[src/rtl/restore_div_sequencer.sv]
// Request/response front end for one 8-bit restoring divider (restore).
// Drives the divider's enable opcodes and inbus through init, operand load,
// run and readout, and traps divide-by-zero without touching the divider.
module restore_div_sequencer #(
  parameter int unsigned WIDTH      = 8,
  parameter int unsigned RUN_CYCLES = 8,
  parameter int unsigned RD_CYCLES  = 2
) (
  input  logic             clk,
  input  logic             rst_n,
  input  logic             req_valid,
  output logic             req_ready,
  input  logic [WIDTH-1:0] dividend,
  input  logic [WIDTH-1:0] divisor,
  output logic             rsp_valid,
  input  logic             rsp_ready,
  output logic [WIDTH-1:0] quotient,
  output logic [WIDTH-1:0] remainder,
  output logic             div_by_zero,
  output logic             busy,
  output logic [WIDTH-1:0] div_inbus,
  output logic [2:0]       div_enable,
  input  logic [WIDTH-1:0] div_outbus
);

  localparam int unsigned CNT_MAX = (RUN_CYCLES > RD_CYCLES) ? RUN_CYCLES : RD_CYCLES;
  localparam int unsigned CW      = (CNT_MAX > 1) ? $clog2(CNT_MAX) : 1;
  localparam logic [CW-1:0] RUN_LOAD = CW'(RUN_CYCLES - 1);
  localparam logic [CW-1:0] RD_LOAD  = CW'(RD_CYCLES - 1);

  localparam logic [2:0] OP_INIT = 3'b001;
  localparam logic [2:0] OP_LDM  = 3'b011;
  localparam logic [2:0] OP_LDQ  = 3'b010;
  localparam logic [2:0] OP_RUN  = 3'b100;
  localparam logic [2:0] OP_RDA  = 3'b101;
  localparam logic [2:0] OP_RDQ  = 3'b110;
  localparam logic [2:0] OP_HOLD = 3'b111;

  typedef enum logic [3:0] {
    S_IDLE,
    S_INIT,
    S_LOAD_M,
    S_LOAD_Q,
    S_RUN,
    S_RD_A,
    S_RD_Q,
    S_ZERO,
    S_RESP
  } state_t;

  state_t           state_q, state_d;
  logic [CW-1:0]    cnt_q, cnt_d;
  logic [WIDTH-1:0] dividend_q, dividend_d;
  logic [WIDTH-1:0] divisor_q, divisor_d;
  logic [WIDTH-1:0] quot_q, quot_d;
  logic [WIDTH-1:0] rem_q, rem_d;
  logic             dbz_q, dbz_d;
  logic [2:0]       enable_q, enable_d;
  logic [WIDTH-1:0] inbus_q, inbus_d;
  logic             req_ready_q, req_ready_d;
  logic             rsp_valid_q, rsp_valid_d;
  logic             busy_q, busy_d;

  // Next-state, datapath update, and output values decoded from the next state
  // so every output is a register that matches the state it is in.
  always_comb begin
    state_d    = state_q;
    cnt_d      = cnt_q;
    dividend_d = dividend_q;
    divisor_d  = divisor_q;
    quot_d     = quot_q;
    rem_d      = rem_q;
    dbz_d      = dbz_q;

    unique case (state_q)
      S_IDLE: begin
        if (req_valid && req_ready_q) begin
          dividend_d = dividend;
          divisor_d  = divisor;
          state_d    = (divisor == '0) ? S_ZERO : S_INIT;
        end
      end
      S_INIT:   state_d = S_LOAD_M;
      S_LOAD_M: state_d = S_LOAD_Q;
      S_LOAD_Q: begin
        state_d = S_RUN;
        cnt_d   = RUN_LOAD;
      end
      S_RUN: begin
        if (cnt_q == '0) begin
          state_d = S_RD_A;
          cnt_d   = RD_LOAD;
        end else begin
          cnt_d = cnt_q - 1'b1;
        end
      end
      S_RD_A: begin
        if (cnt_q == '0) begin
          rem_d   = div_outbus;
          state_d = S_RD_Q;
          cnt_d   = RD_LOAD;
        end else begin
          cnt_d = cnt_q - 1'b1;
        end
      end
      S_RD_Q: begin
        if (cnt_q == '0) begin
          quot_d  = div_outbus;
          state_d = S_RESP;
        end else begin
          cnt_d = cnt_q - 1'b1;
        end
      end
      S_ZERO: begin
        quot_d  = '1;
        rem_d   = dividend_q;
        dbz_d   = 1'b1;
        state_d = S_RESP;
      end
      S_RESP: begin
        if (rsp_ready) begin
          dbz_d   = 1'b0;
          state_d = S_IDLE;
        end
      end
      default: state_d = S_IDLE;
    endcase

    unique case (state_d)
      S_INIT:   enable_d = OP_INIT;
      S_LOAD_M: enable_d = OP_LDM;
      S_LOAD_Q: enable_d = OP_LDQ;
      S_RUN:    enable_d = OP_RUN;
      S_RD_A:   enable_d = OP_RDA;
      S_RD_Q:   enable_d = OP_RDQ;
      default:  enable_d = OP_HOLD;
    endcase

    inbus_d = '0;
    if (state_d == S_LOAD_M) inbus_d = divisor_d;
    if (state_d == S_LOAD_Q) inbus_d = dividend_d;

    req_ready_d = (state_d == S_IDLE);
    rsp_valid_d = (state_d == S_RESP);
    busy_d      = (state_d != S_IDLE);
  end

  // State, operand/result and registered-output storage.
  always_ff @(posedge clk or negedge rst_n) begin
    if (!rst_n) begin
      state_q     <= S_IDLE;
      cnt_q       <= '0;
      dividend_q  <= '0;
      divisor_q   <= '0;
      quot_q      <= '0;
      rem_q       <= '0;
      dbz_q       <= 1'b0;
      enable_q    <= OP_HOLD;
      inbus_q     <= '0;
      req_ready_q <= 1'b1;
      rsp_valid_q <= 1'b0;
      busy_q      <= 1'b0;
    end else begin
      state_q     <= state_d;
      cnt_q       <= cnt_d;
      dividend_q  <= dividend_d;
      divisor_q   <= divisor_d;
      quot_q      <= quot_d;
      rem_q       <= rem_d;
      dbz_q       <= dbz_d;
      enable_q    <= enable_d;
      inbus_q     <= inbus_d;
      req_ready_q <= req_ready_d;
      rsp_valid_q <= rsp_valid_d;
      busy_q      <= busy_d;
    end
  end

  assign req_ready   = req_ready_q;
  assign rsp_valid   = rsp_valid_q;
  assign quotient    = quot_q;
  assign remainder   = rem_q;
  assign div_by_zero = dbz_q;
  assign busy        = busy_q;
  assign div_inbus   = inbus_q;
  assign div_enable  = enable_q;

endmodule
[config.mk]
export PLATFORM = sky130hd
export DESIGN_NAME = restore_div_sequencer
export DESIGN_NICKNAME = d
export VERILOG_FILES = /design/src/rtl/restore_div_sequencer.sv
export SDC_FILE = /design/constraint.sdc
export NUM_CORES = 1
export LEC_CHECK = 0
export BUFFER_PORTS_ARGS = -buffer_cell sky130_fd_sc_hd__buf_2
export CAP_MARGIN = 25
export CORE_UTILIZATION = 50
export CTS_BUF_LIST = sky130_fd_sc_hd__clkbuf_8
export DETAILED_ROUTE_END_ITERATION = 10
export GPL_TIMING_DRIVEN = 0
export PLACE_DENSITY = 0.78
export SLEW_MARGIN = 40
export SYNTH_ARGS = -nofsm -noshare
export SYNTH_HDL_FRONTEND = slang
export SYNTH_SLANG_ARGS = --single-unit
export TNS_END_PERCENT = 1
[constraint.sdc]
create_clock -name clk -period 1.7 [get_ports clk]
set_input_delay 0 -clock clk [delete_from_list [all_inputs] [get_ports clk]]
set_output_delay 0 -clock clk [all_outputs]
set_load 0.05 [all_outputs]
# Word-level counts from Yosys, hierarchy flattened
# Index checks and enable logic that the tools add are counted.
[totals]
in_bits = 28
out_inout_bits = 31
register_bits = 54
wordCells = 69
[classes]
eq_ne = 19
reduce_logical = 15
n_addsub = 1
muxes = 22
[ops]
columns = ["cell", "n"]
rows = [
  ["8-bit two-way mux", 7],
  ["4-bit one-hot mux with 9 select lines", 1],
  ["8-bit one-hot mux with 2 select lines", 2],
  ["4-bit by 3-bit equality test with 1-bit output (second input constant)", 7],
  ["4-bit two-way mux", 5],
  ["3-bit one-hot mux with 6 select lines", 1],
  ["4-bit by 2-bit equality test with 1-bit output (second input constant)", 4],
  ["3-bit two-way mux", 3],
  ["3-bit one-hot mux with 3 select lines", 1],
  ["4-bit by 1-bit equality test with 1-bit output (second input constant)", 2],
  ["4-bit equality test (second input constant)", 2],
  ["4-bit logical NOT", 2],
  ["8-bit logical NOT", 1],
  ["2-bit inequality test (second input constant)", 4],
  ["2-bit AND reduction", 4],
  ["2-bit nonzero test", 3],
  ["4-bit nonzero test", 1],
  ["3-bit logical NOT", 1],
  ["3-bit nonzero test", 1],
  ["3-bit by 1-bit subtractor with 3-bit output (second input constant)", 1],
  ["1-bit one-hot mux with 2 select lines", 1],
  ["2-bit OR reduction", 1],
  ["1-bit logical AND", 1],
  ["1-bit two-way mux", 1],
]

# Depth between registers and ports, before layout
# Gate-level depths: netlist of the first run.
[depth]
depth_word = 7
ltp_mapped = 9
depth_no_buf = 7

# Worst setup path before layout of the first run
# OpenSTA, ideal clock, no wires.
[synth_timing]
path_kind = "reg2reg"
start = "register req_ready_q (netlist: req_ready)"
end = "register dividend_q[4]"
stages_incl_launch_ff = 5
t_arrival_ns = 1.525
setup_time_ns = 0.125
path_buffers = 1
slack_ns = 0.050
t_required_ns = 1.575
synth_period_minus_slack_ns = 1.650
path_cell_list = "dfstp_2 > and4bb_4 > nand2_4 > buf_6 > mux2_4"
[synth_via]
elab_chain_len = 3
[synth_lines]
columns = ["element", "line_no", "text"]
rows = [
  ["start, declared", "60", "logic req_ready_q, req_ready_d;"],
  ["start signal, assigned", "173", "req_ready_q <= req_ready_d;"],
  ["1-bit logical AND", "77", "if (req_valid && req_ready_q) begin"],
  ["8-bit two-way mux", "77", ""],
  ["8-bit two-way mux", "75", "unique case (state_q)"],
  ["named net dividend_d[4]", "53", "logic [WIDTH-1:0] dividend_q, dividend_d;"],
  ["end signal, assigned", "166", "dividend_q <= dividend_d;"],
  ["end, declared", "53", ""],
]
# The timed path passes the listed nets, and every way through them passes these cells.
# A chain may end at the register's enable or synchronous reset.

# Worst setup path after layout of the first run
[layout_timing]
start = "register cnt_q[0]"
end = "register req_ready_q (netlist: req_ready)"
[layout_via]
elab_chain_len = 4
elab_cells_between_ends = 6
cone_classes = "mux (4); reduce/logical (2)"
[layout_lines]
columns = ["element", "line_no", "text"]
rows = [
  ["start, declared", "52", "logic [CW-1:0] cnt_q, cnt_d;"],
  ["start signal, assigned", "165", "cnt_q <= cnt_d;"],
  ["3-bit logical NOT (*)", "90, 98, 107", ""],
  ["4-bit two-way mux (on tied branches)", "107, 90, 98", ""],
  ["4-bit one-hot mux with 9 select lines (*)", "75", ""],
  ["named net state_d[2]", "51", "state_t state_q, state_d;"],
  ["4-bit logical NOT (*)", "143", "req_ready_d = (state_d == S_IDLE);"],
  ["named net req_ready_d", "60", ""],
]
# Mark *: on every way through the listed nets, which the timed path passes. The rest lies on a longest branch.

==> summary.txt, run 1 <==
Run status
  • Outcome: finished with violations
  • Failing checks: negative setup slack

Logic synthesis
  • Main combinational cell family by area after synthesis: simple AND/OR/NAND/NOR gates
  • Post-synthesis cell area: 2420 um2
  • Adder-cell share of the synthesized area: 1.03%
  • Compound-Gate Fraction of Synth Area: 12.3%
  • Seq/Total Area, Yosys: 56.0%
  • Synth Net Count: 242
  • Mux share of post-synthesis cell area: 8.99%
  • Warnings, synthesis: 0
  • Post-Syn Area per Cell: 11.4 um2
  • Simple-Gate Fraction of Synth Area: 17.7%
  • FF+latch count, synth: 54
  • Post-Synthesis Cells: 212
  • Library cells used by synthesis: 42
  • Post-Synth XOR/XNOR Area: 0.362%

Floorplanning
  • Ports: 59
  • Total core area: 4500 um2
  • Vert. Die Dim: 71.6 um
  • Initial Util: 53.8%
  • Row cnt: 24
  • DIE AREA: 5120 um2
  • Die W: 71.6 um

STA
  • Final worst setup slack: -0.00186 ns
  • Unrepaired setup endpoints after global routing: true
  • Hold Worst Slack: 0.259 ns
  • Final setup skew: 0.0122 ns
  • Fin. Hold Viols: 0
  • Fraction of the cycle the final worst path needs: 100%
  • Max-slew violations: 0
  • Maximum clock frequency: 588 MHz
  • Worst slew margin: 55.5%
  • Setup violators final: 1
  • Minimum clock period: 1.70 ns
  • Worst-margin pin slew: 0.667 ns

Clocking
  • Max Buffers Root-to-Sink: 2
  • Worst-Skew Late Latency: 0.31 ns
  • Clock H-tree levels: 2
  • Num CTS Buffers: 5
  • CTS tree: yes
  • Clock root cell: clkbuf_8
  • Worst-path clk slew: 0.10 ns
  • Clk sinks: 54

Power and ir drop
  • Tot Pwr: 6510 uW
  • PwrDens: 1980 nW/um2
  • Pleak: 0.00159 uW
  • VDD IR max: 1170 uV

Placement
  • Dpl hpwl: 3650 um
  • GP Congestion: 0.815
  • Placed Instances: 322
  • Post-Place Worst Slack: -0.0566 ns
  • Port bufs: 58

Global routing
  • Initial antenna violation count: 0
  • Vias in the first global route: 1922
  • First-pass GRT wire length: 9240 um
  • Total track usage: 24.1%
  • Grt ovf: 0
  • Largest net degree at the start of global routing: 55

Routing
  • Routed Antenna Nets: 0
  • DR iter-0 viols: 130
  • DR WL/cell: 16.7 um
  • Drt pass-1 iters: 4
  • Final wirelength: 6000 um
  • Vias: 1985
  • Avg Vias per Cell: 5.51
  • # DRC: 0

Cells and area
  • Nets: 337
  • Layout cell share with drive strength beyond 1: 40.3%
  • Ant diodes: 0
  • Core Util, Final: 73.0%
  • Post-Layout Cell Count: 360
  • Area growth syn-to-layout: 35.8%

Worst setup path
  • Worst setup SP type: flip-flop
  • Critical path class: reg -> reg
  • Critical path's largest stage delay: 0.40 ns
  • Required time worst endpoint: 1.95 ns
  • Worst-path maximum fanout: 5
  • Crit path DAT: 1.95 ns
  • CP Capture Type: flip-flop
  • Slowest CP cell: dfrtp_1
  • Critical-path cell list: inv_2, ha_4, nor2b_4, buf_6, o211a_4, o31ai_4, nor3b_4, and2b_1

Min path
  • HP Class: in -> async

Flow run
  • Max cap viols: 0
synthesized netlist by cell type:
master	number	area (um2)
dfrtp_1	50	1250
nand2_1	27	101
nor2_1	27	101
mux2_4	10	150
nand3_1	9	45.0
a22oi_1	8	60.1
o22ai_1	8	50.1
buf_2	7	35.0
mux2_2	6	67.6
o21ai_0	5	25.0
dfstp_2	4	105
inv_1	4	15.0
a21oi_1	3	15.0
and2b_1	3	22.5
a31oi_1	2	12.5
buf_4	2	15.0
buf_6	2	22.5
ha_1	2	25.0
nand2b_1	2	12.5
nand3b_1	2	15.0
nor2b_1	2	12.5
nor3_1	2	10.0
nor4_1	2	12.5
o211a_1	2	20.0
o21a_1	2	15.0
o21ai_1	2	10.0
o221ai_1	2	17.5
a211oi_1	1	7.51
a22o_1	1	8.76
and2_1	1	6.26
and3_1	1	6.26
and4bb_4	1	16.3
nand2_2	1	6.26
nand2_4	1	11.3
nand3_2	1	10.0
nand4_2	1	12.5
nor2b_4	1	13.8
nor3b_2	1	12.5
o311ai_4	1	26.3
o31a_1	1	8.76
o31ai_4	1	21.3
xnor2_1	1	8.76
power breakdown:
| group | internal (uW) | switching (uW) |
|---|---|---|
| registers | 1870 | 372 |
| clock network | 447 | 422 |
| logic | 1210 | 2190 |
| total | 3530 | 2980 |
cell usage in the layout, fill, tap and decap left out, types with 3 or more instances in the layout:
cell type,netlist,routed
a22oi_1,8,8
buf_6,2,3
dfrtp_1,50,49
buf_2,7,63
buf_4,2,6
nor2_1,27,26
inv_2,0,3
clkbuf_8,0,5
dlygate4sd3_1,0,26
mux2_4,10,10
o22ai_1,8,8
nand3_1,9,8
dfstp_2,4,4
mux2_2,6,6
o21ai_0,5,5
nand2_1,27,27
layout make-up:
type	count	area, um2
Sequential cell	54	1360
Fill cell	290	1220
Multi-Input combinational cell	143	1070
Timing Repair Buffer	88	581
Buffer	11	81.3
Clock buffer	5	68.8
Tap cell	52	65.1
Clock inverter	3	47.5
Inverter	4	15.0
worst max-delay path: cells and delay by family, from the launching register on:
| kind | cells | cell delay [ns] |
|---|---|---|
| buffers and inverters | 2 | 0.24 |
| flip-flops | 1 | 0.40 |
| adder cells (fa/ha/maj) | 1 | 0.14 |
| AO/OA/AOI/OAI | 2 | 0.24 |
| AND/OR/NAND/NOR | 3 | 0.63 |
what timing repair did:
item | CTS | global route
gates cloned | 0 | 1
hold endpoints to repair | 83 | 0
hold buffers | 26 | 0
endpoints found under the setup margin | 5 | 29
pin swaps | 2 | 4
gates resized for setup | 5 | 19
setup buffers | 0 | 3
worst paths after layout:
kind	cells after the start	endpoint	from	slack, ns
max	8	req_ready	cnt_q[0]	-0.002
min	2	divisor_q[5]	rst_n	0.26
max reg2reg	8	req_ready	cnt_q[0]	-0.002
min reg2reg	2	quotient[6]	quotient[6]	0.50
max in group asynchronous	2	state_q[0]	rst_n	0.95
min in group clk	4	state_q[1]	req_valid	0.26
per-layer routing:
layer | vias to the layer above | track usage, % | part of all wire, %
li1 | 934 | - | -
met1 | 945 | 31.5 | 43
met2 | 87 | 39.5 | 49
met3 | 19 | 3.80 | 5.5
met4 | 0 | 12.0 | 2.7
met5 | - | 0 | 0
cells by family (layout without fill, tap and decap cells):
kind of cell               count (synthesis)  in the layout
and+or+nand+nor                           85             85
DFF                                       54             54
AOI/OAI and AO/OA                         39             39
muxes                                     16             16
buffers and inverters                     15            111
adders and majority gates                  2              2
xor gates and xnor gates                   1              1
state kept, by name, indices dropped and copies added, names as in the netlist:
register	count
cnt_q	3
state_q	4
div_enable	3
divisor_q	8
dividend_q	8
req_ready	1
div_by_zero	1
rsp_valid	1
remainder	8
div_inbus	8
quotient	8
busy	1
per-stage QoR:
stage | TNS [ns] | area (um2)
after global routing | -0.240 | 3290
after CTS | 0 | 3180
after global placement | -0.0566 | 2780
final | -0.00186 | 3290
after floorplan | 0 | 2420
after detailed placement | -0.216 | 2780
Note: power is estimated with default switching activity, not from simulation.
==> inputs of run 2 (changes only) <==
==> constraint.sdc (replaced) <==
create_clock -name clk -period 1.7 [get_ports clk]
set_input_delay 0.085 -clock clk [delete_from_list [all_inputs] [get_ports clk]]
set_output_delay 0.085 -clock clk [all_outputs]
set_load 0.05 [all_outputs]
==> run 2 against run 1 <==
  * Largest cell class unchanged
  * Via count decreased by 3.7%
  * Highest routed layer unchanged
  * Total power decreased by 1.0%
  * Non-clock buffer count decreased by 16
  * The flow now finishes without violations
  * Clock skew about the same
==> summary.txt, run 2 (synthesized netlist as in run 1, its figures left out) <==
Run status
  • Outcome: completed (was finished with violations)

Power and ir drop
  • Pleak: 0.00152 uW (was 0.00159 uW)
  • PwrDens: 2060 nW/um2 (was 1980 nW/um2)
  • VDD IR max: 1160 uV (was 1170 uV)
  • Tot Pwr: 6450 uW (was 6510 uW)

STA
  • Worst-margin pin slew: 0.654 ns (was 0.667 ns)
  • Fraction of the cycle the final worst path needs: 99.6% (was 100%)
  • Setup violators final: 0 (was 1)
  • Max-slew violations: 0 (unchanged)
  • Worst slew margin: 56.4% (was 55.5%)
  • Final TNS setup: 0 ns (was -0.00186 ns)
  • Fin. Hold Viols: 0 (unchanged)
  • Maximum clock frequency: 591 MHz (was 588 MHz)
  • Hold Worst Slack: 0.0102 ns (was 0.259 ns)
  • Final setup skew: 0.0122 ns (about the same)
  • Minimum clock period: 1.69 ns (was 1.70 ns)
  • Unrepaired setup endpoints after global routing: true (unchanged)

Clocking
  • Clock root cell: clkbuf_8 (unchanged)
  • Num CTS Buffers: 5 (unchanged)
  • Worst-Skew Late Latency: 0.31 ns (about the same)
  • CTS tree: yes (unchanged)
  • Clock H-tree levels: 2 (unchanged)
  • Max Buffers Root-to-Sink: 2 (unchanged)
  • Worst-path clk slew: 0.10 ns (about the same)
  • Clk sinks: 54 (unchanged)

Floorplanning
  • Die W: 71.6 um (unchanged)
  • Initial Util: 53.8% (unchanged)
  • Total core area: 4500 um2 (unchanged)
  • Row cnt: 24 (unchanged)
  • DIE AREA: 5120 um2 (unchanged)
  • Ports: 59 (unchanged)
  • Vert. Die Dim: 71.6 um (unchanged)

Global routing
  • Largest net degree at the start of global routing: 55 (unchanged)
  • Initial antenna violation count: 0 (unchanged)
  • Total track usage: 22.9% (was 24.1%)
  • First-pass GRT wire length: 8830 um (was 9240 um)
  • Vias in the first global route: 1829 (was 1922)
  • Grt ovf: 0 (unchanged)

Routing
  • Final wirelength: 5680 um (was 6000 um)
  • Routed Antenna Nets: 0 (unchanged)
  • DR WL/cell: 16.5 um (was 16.7 um)
  • Avg Vias per Cell: 5.56 (was 5.51)
  • Vias: 1912 (was 1985)
  • DR iter-0 viols: 100 (was 130)
  • Drt pass-1 iters: 4 (unchanged)
  • # DRC: 0 (unchanged)

Worst setup path
  • CP Capture Type: flip-flop (unchanged)
  • Crit path DAT: 1.95 ns (about the same)
  • Worst-path maximum fanout: 5 (unchanged)
  • Required time worst endpoint: 1.95 ns (about the same)
  • Critical path class: reg -> reg (unchanged)
  • Worst setup SP type: flip-flop (unchanged)

Cells and area
  • Ant diodes: 0 (unchanged)
  • Layout cell share with drive strength beyond 1: 43.2% (was 40.3%)
  • Commonest non-fill, non-tap cells in the layout: 64 x buf_2, 49 x dfrtp_1, 27 x nand2_1 (was 63 x buf_2, 49 x dfrtp_1, 27 x nand2_1)
  • Area growth syn-to-layout: 29.0% (was 35.8%)
  • Nets: 321 (was 337)
  • Fill count: 311 (was 290)
  • Leading cell type in the layout, fill and taps excluded: buf_2 (unchanged)

Placement
  • GP Congestion: 0.815 (unchanged)
  • Dpl hpwl: 3650 um (unchanged)
  • Port bufs: 58 (unchanged)

Flow run
  • Max cap viols: 0 (unchanged)

Min path
  • HP Class: in -> reg (was in -> async)
## run 2: cell types whose count changed in the layout (fill, tap and decap cells not counted), sizes merged
cell	previous run	this run
dlygate4sd3	26	10
## run 2: metrics by stage
step	setup slack, ns	cell area, um2	util, %	instances
after floorplan	0.0501	2420	-	212
final	0.00707	3120	69.3	344
after global routing	-0.0784	3120	69.3	344
after CTS	0.00205	3020	67.1	340
after global placement	-0.0389	2780	61.6	322
after detailed placement	-0.0566	2780	61.7	322
## run 2: cell type report
type	instances	area, um2	share of cell area (%)
Multi-Input combinational cell	143	1070	34.3
Buffer	11	78.8	2.52
Tap cell	52	65.1	2.08
Timing Repair Buffer	72	420	13.5
Clock buffer	5	68.8	2.20
Inverter	4	15.0	0.481
Clock inverter	3	47.5	1.52
Sequential cell	54	1360	43.5
## run 2: critical path, cell delays in order, from the launching register on
cell     delay (ns)
dfrtp_1        0.41
inv_2          0.09
ha_4           0.14
nor2b_4        0.22
buf_6          0.15
o211a_4        0.17
o31ai_4        0.07
nor3b_4        0.24
and2b_1        0.16
## run 2: where the power goes
part	switching [uW]	internal (uW)	total [uW]	leakage, uW
Combinational	2160	1190	3340	0.000835
Clock	424	447	870	0.0000587
Sequential	364	1870	2230	0.000631
## run 2: repair_timing
action,4_1_cts,5_1_grt
gates cloned,0,1
hold endpoints to repair,60,0
pin swaps,2,4
resized for setup,5,18
hold buffers,10,0
setup buffers,0,3
endpoints found under the setup margin,5,31
## run 2: metal layers
| layer | global-route usage (%) | up-vias | share of wire (%) |
|---|---|---|---|
| met4 | 12.0 | 0 | 3.0 |
| met1 | 32.0 | 920 | 44 |
| met5 | 0 | - | 0 |
| met2 | 34.9 | 74 | 47 |
| li1 | - | 900 | - |
| met3 | 3.38 | 18 | 5.3 |
## run 2: worst paths after layout
path                             start             to  slack, ns  depth (start not counted)
setup / recovery              cnt_q[0]      req_ready      0.007                          8
hold / removal             dividend[0]  dividend_q[0]       0.01                          2
setup reg to reg              cnt_q[0]      req_ready      0.007                          8
hold reg to reg            quotient[6]    quotient[6]       0.51                          2
max in group asynchronous        rst_n     state_q[0]       0.88                          2
min in group asynchronous        rst_n   divisor_q[5]       0.35                          2
==> inputs of run 3 (changes only) <==
- CTS_CLUSTER_DIAMETER: default -> 40
- PLACE_DENSITY: 0.78 -> 0.8
==> run 3 against run 2 <==
  * The run now ends with negative setup slack left
  * Utilization down 3.1 points
  * Clock skew is 0.0086 ns lower
  * Flip-flop and latch count is the same
  * First-iteration DRC count down 23%
  * Register-to-register slack lost 0.04 ns
  * Worst hold slack worse by 0.0034 ns
  * Critical path depth is the same
  * Maximum frequency shrank 2.6%
==> summary.txt, run 3 (synthesized netlist as in run 1, its figures left out) <==
Floorplanning
  • DIE AREA: 5120 um2 (unchanged)
  • Vert. Die Dim: 71.6 um (unchanged)
  • Ports: 59 (unchanged)
  • Initial Util: 53.8% (unchanged)
  • Total core area: 4500 um2 (unchanged)
  • Row cnt: 24 (unchanged)
  • Die W: 71.6 um (unchanged)

STA
  • Minimum clock period: 1.74 ns (was 1.69 ns)
  • Worst slew margin: 57.5% (was 56.4%)
  • Final setup skew: 0.00358 ns (was 0.0122 ns)
  • Fraction of the cycle the final worst path needs: 102% (was 99.6%)
  • Setup violators final: 2 (was 0)
  • Maximum clock frequency: 576 MHz (was 591 MHz)
  • Unrepaired setup endpoints after global routing: true (unchanged)
  • Fin. Hold Viols: 0 (unchanged)
  • Final TNS setup: -0.0566 ns (was 0 ns)
  • Final worst setup slack: -0.0375 ns (was 0.00707 ns)
  • Max-slew violations: 0 (unchanged)
  • Worst-margin pin slew: 0.637 ns (was 0.654 ns)

Min path
  • Hold Path End: dividend_q[6] (was dividend_q[0])
  • Hold Crit Start: dividend[6] (was dividend[0])
  • HP Class: in -> reg (unchanged)
  • Hold path depth: 2 (unchanged)

Global routing
  • Vias in the first global route: 1750 (was 1829)
  • Total track usage: 21.4% (was 22.9%)
  • First-pass GRT wire length: 8350 um (was 8830 um)
  • Initial antenna violation count: 0 (unchanged)
  • Largest net degree at the start of global routing: 55 (unchanged)
  • Grt ovf: 0 (unchanged)

Worst setup path
  • Worst-path maximum fanout: 7 (was 5)
  • CP delay by family, top: compound AO/OA/AOI/OAI gates (was simple AND/OR/NAND/NOR gates)
  • WP depth: 8 (unchanged)
  • Worst Path Buf+Inv: 2 (unchanged)
  • Crit path DAT: 1.98 ns (was 1.95 ns)
  • Required time worst endpoint: 1.94 ns (was 1.95 ns)
  • Critical path class: reg -> reg (unchanged)
  • Critical path's largest stage delay: 0.37 ns (was 0.41 ns)
  • Critical-path cell list: inv_2, ha_4, nor2b_4, buf_6, o211a_4, o31ai_4, nor3b_4, and2b_1 (unchanged)
  • Slowest CP cell: dfrtp_1 (unchanged)
  • FF-to-FF setup slack: -0.04 ns (was 0.007 ns)
  • R2R Path Start: cnt_q[0] (unchanged)
  • CP Capture Type: flip-flop (unchanged)
  • Worst setup SP type: flip-flop (unchanged)
  • FF-to-FF End: req_ready (unchanged)
  • R2r worst-path depth: 8 (unchanged)

Clocking
  • Worst-Skew Late Latency: 0.30 ns (was 0.31 ns)
  • Worst-path clk slew: 0.09 ns (was 0.10 ns)
  • Num CTS Buffers: 5 (unchanged)
  • Clock H-tree levels: 2 (unchanged)
  • Max Buffers Root-to-Sink: 2 (unchanged)
  • Clock root cell: clkbuf_8 (unchanged)
  • CTS tree: yes (unchanged)
  • Clk sinks: 54 (unchanged)

Cells and area
  • Layout cell share with drive strength beyond 1: 42.9% (was 43.2%)
  • Area growth syn-to-layout: 23.2% (was 29.0%)
  • Leading cell type in the layout, fill and taps excluded: buf_2 (unchanged)
  • Commonest non-fill, non-tap cells in the layout: 62 x buf_2, 50 x dfrtp_1, 27 x nand2_1 (was 64 x buf_2, 49 x dfrtp_1, 27 x nand2_1)
  • Core Util, Final: 66.2% (was 69.3%)
  • Post-Layout Cell Count: 334 (was 344)
  • Nets: 311 (was 321)
  • Ant diodes: 0 (unchanged)

Power and ir drop
  • Tot Pwr: 6160 uW (was 6450 uW)
  • Pleak: 0.00147 uW (was 0.00152 uW)
  • PwrDens: 2070 nW/um2 (was 2060 nW/um2)
  • Part of the power in registers: 35.9% (was 34.6%)
  • Sw Share: 46.7% (was 45.7%)
  • P_sw: 2880 uW (was 2940 uW)
  • P_int: 3280 uW (was 3500 uW)
  • Comb power frac: 52.8% (was 51.9%)
  • VDD IR max: 875 uV (was 1160 uV)
  • Clock share of power: 11.3% (was 13.5%)

Run status
  • Outcome: finished with violations (was completed)
  • Failing checks: negative setup slack

Routing
  • Vias: 1780 (was 1912)
  • DR WL/cell: 15.4 um (was 16.5 um)
  • DR iter-0 viols: 77 (was 100)
  • Final wirelength: 5140 um (was 5680 um)
  • Avg Vias per Cell: 5.33 (was 5.56)
  • Routed Antenna Nets: 0 (unchanged)
  • Drt pass-1 iters: 4 (unchanged)
  • # DRC: 0 (unchanged)

Flow run
  • Max cap viols: 0 (unchanged)

Placement
  • Dpl hpwl: 3590 um (was 3650 um)
  • Port bufs: 58 (unchanged)
  • Post-Place Worst Slack: -0.103 ns (was -0.0566 ns)
  • GP Congestion: 0.827 (was 0.815)
  • Placed Instances: 322 (unchanged)
## run 3: worst max path at each step
stage / startpoint / endpoint / slack [ns]
final: cnt_q[0] / req_ready / -0.04
after global routing: cnt_q[0] / req_ready / -0.12
after CTS: cnt_q[0] / busy / -0.03
after detailed placement: cnt_q[0] / busy / -0.10
after global placement: cnt_q[0] / busy / -0.1
after floorplan: req_ready / dividend_q[4] / 0.05
## run 3: metrics by stage
| stage | hold slack [ns] | instance area (um2) |
|---|---|---|
| after floorplan | -0.211 | 2420 |
| after global placement | 0.317 | 2780 |
| after detailed placement | 0.158 | 2780 |
| after CTS | 0.000674 | 2920 |
| after global routing | 0.000515 | 2980 |
| final | 0.00678 | 2980 |
## run 3: layer usage
layer | up-vias | global-route usage [%] | wire (um)
met4 | 0 | 8.71 | 110
met1 | 822 | 30.0 | 2390
li1 | 878 | - | -
met5 | - | 0 | 0
met2 | 70 | 32.6 | 2370
met3 | 10 | 4.64 | 276
## run 3: layout make-up
cell class,count,area (um2)
inverter,4,15.0
clock buffer,5,68.8
fill,347,1520
tap,52,65.1
timing repair buffer,62,325
buffer,11,81.3
multi-input combinational,143,1050
clock inverter,3,17.5
sequential,54,1360
## run 3: power by group through the flow
stage / combinational (uW) / clock (uW) / sequential [uW]
after floorplan: 1390 / 0 / 3180
after global placement: 3000 / 0 / 2200
after detailed placement: 3060 / 0 / 2210
after CTS: 3130 / 707 / 2200
after global routing: 3490 / 764 / 2280
final: 3250 / 696 / 2210
## run 3: repair_timing
| action | CTS | global route |
|---|---|---|
| resized for setup | 6 | 15 |
| hold buffers | 1 | 0 |
| endpoints found under the setup margin | 6 | 22 |
| pin swaps | 4 | 2 |
| setup buffers | 1 | 2 |
| endpoints found under the hold margin | 50 | 0 |
## run 3: worst register-to-register path: stages (launching register included)
cell and delay (ns):
dfrtp_1 0.37, inv_2 0.06, ha_4 0.16, nor2b_4 0.13, buf_6 0.14, o211a_4 0.24, o31ai_4 0.32, nor3b_4 0.10
and2b_1 0.16
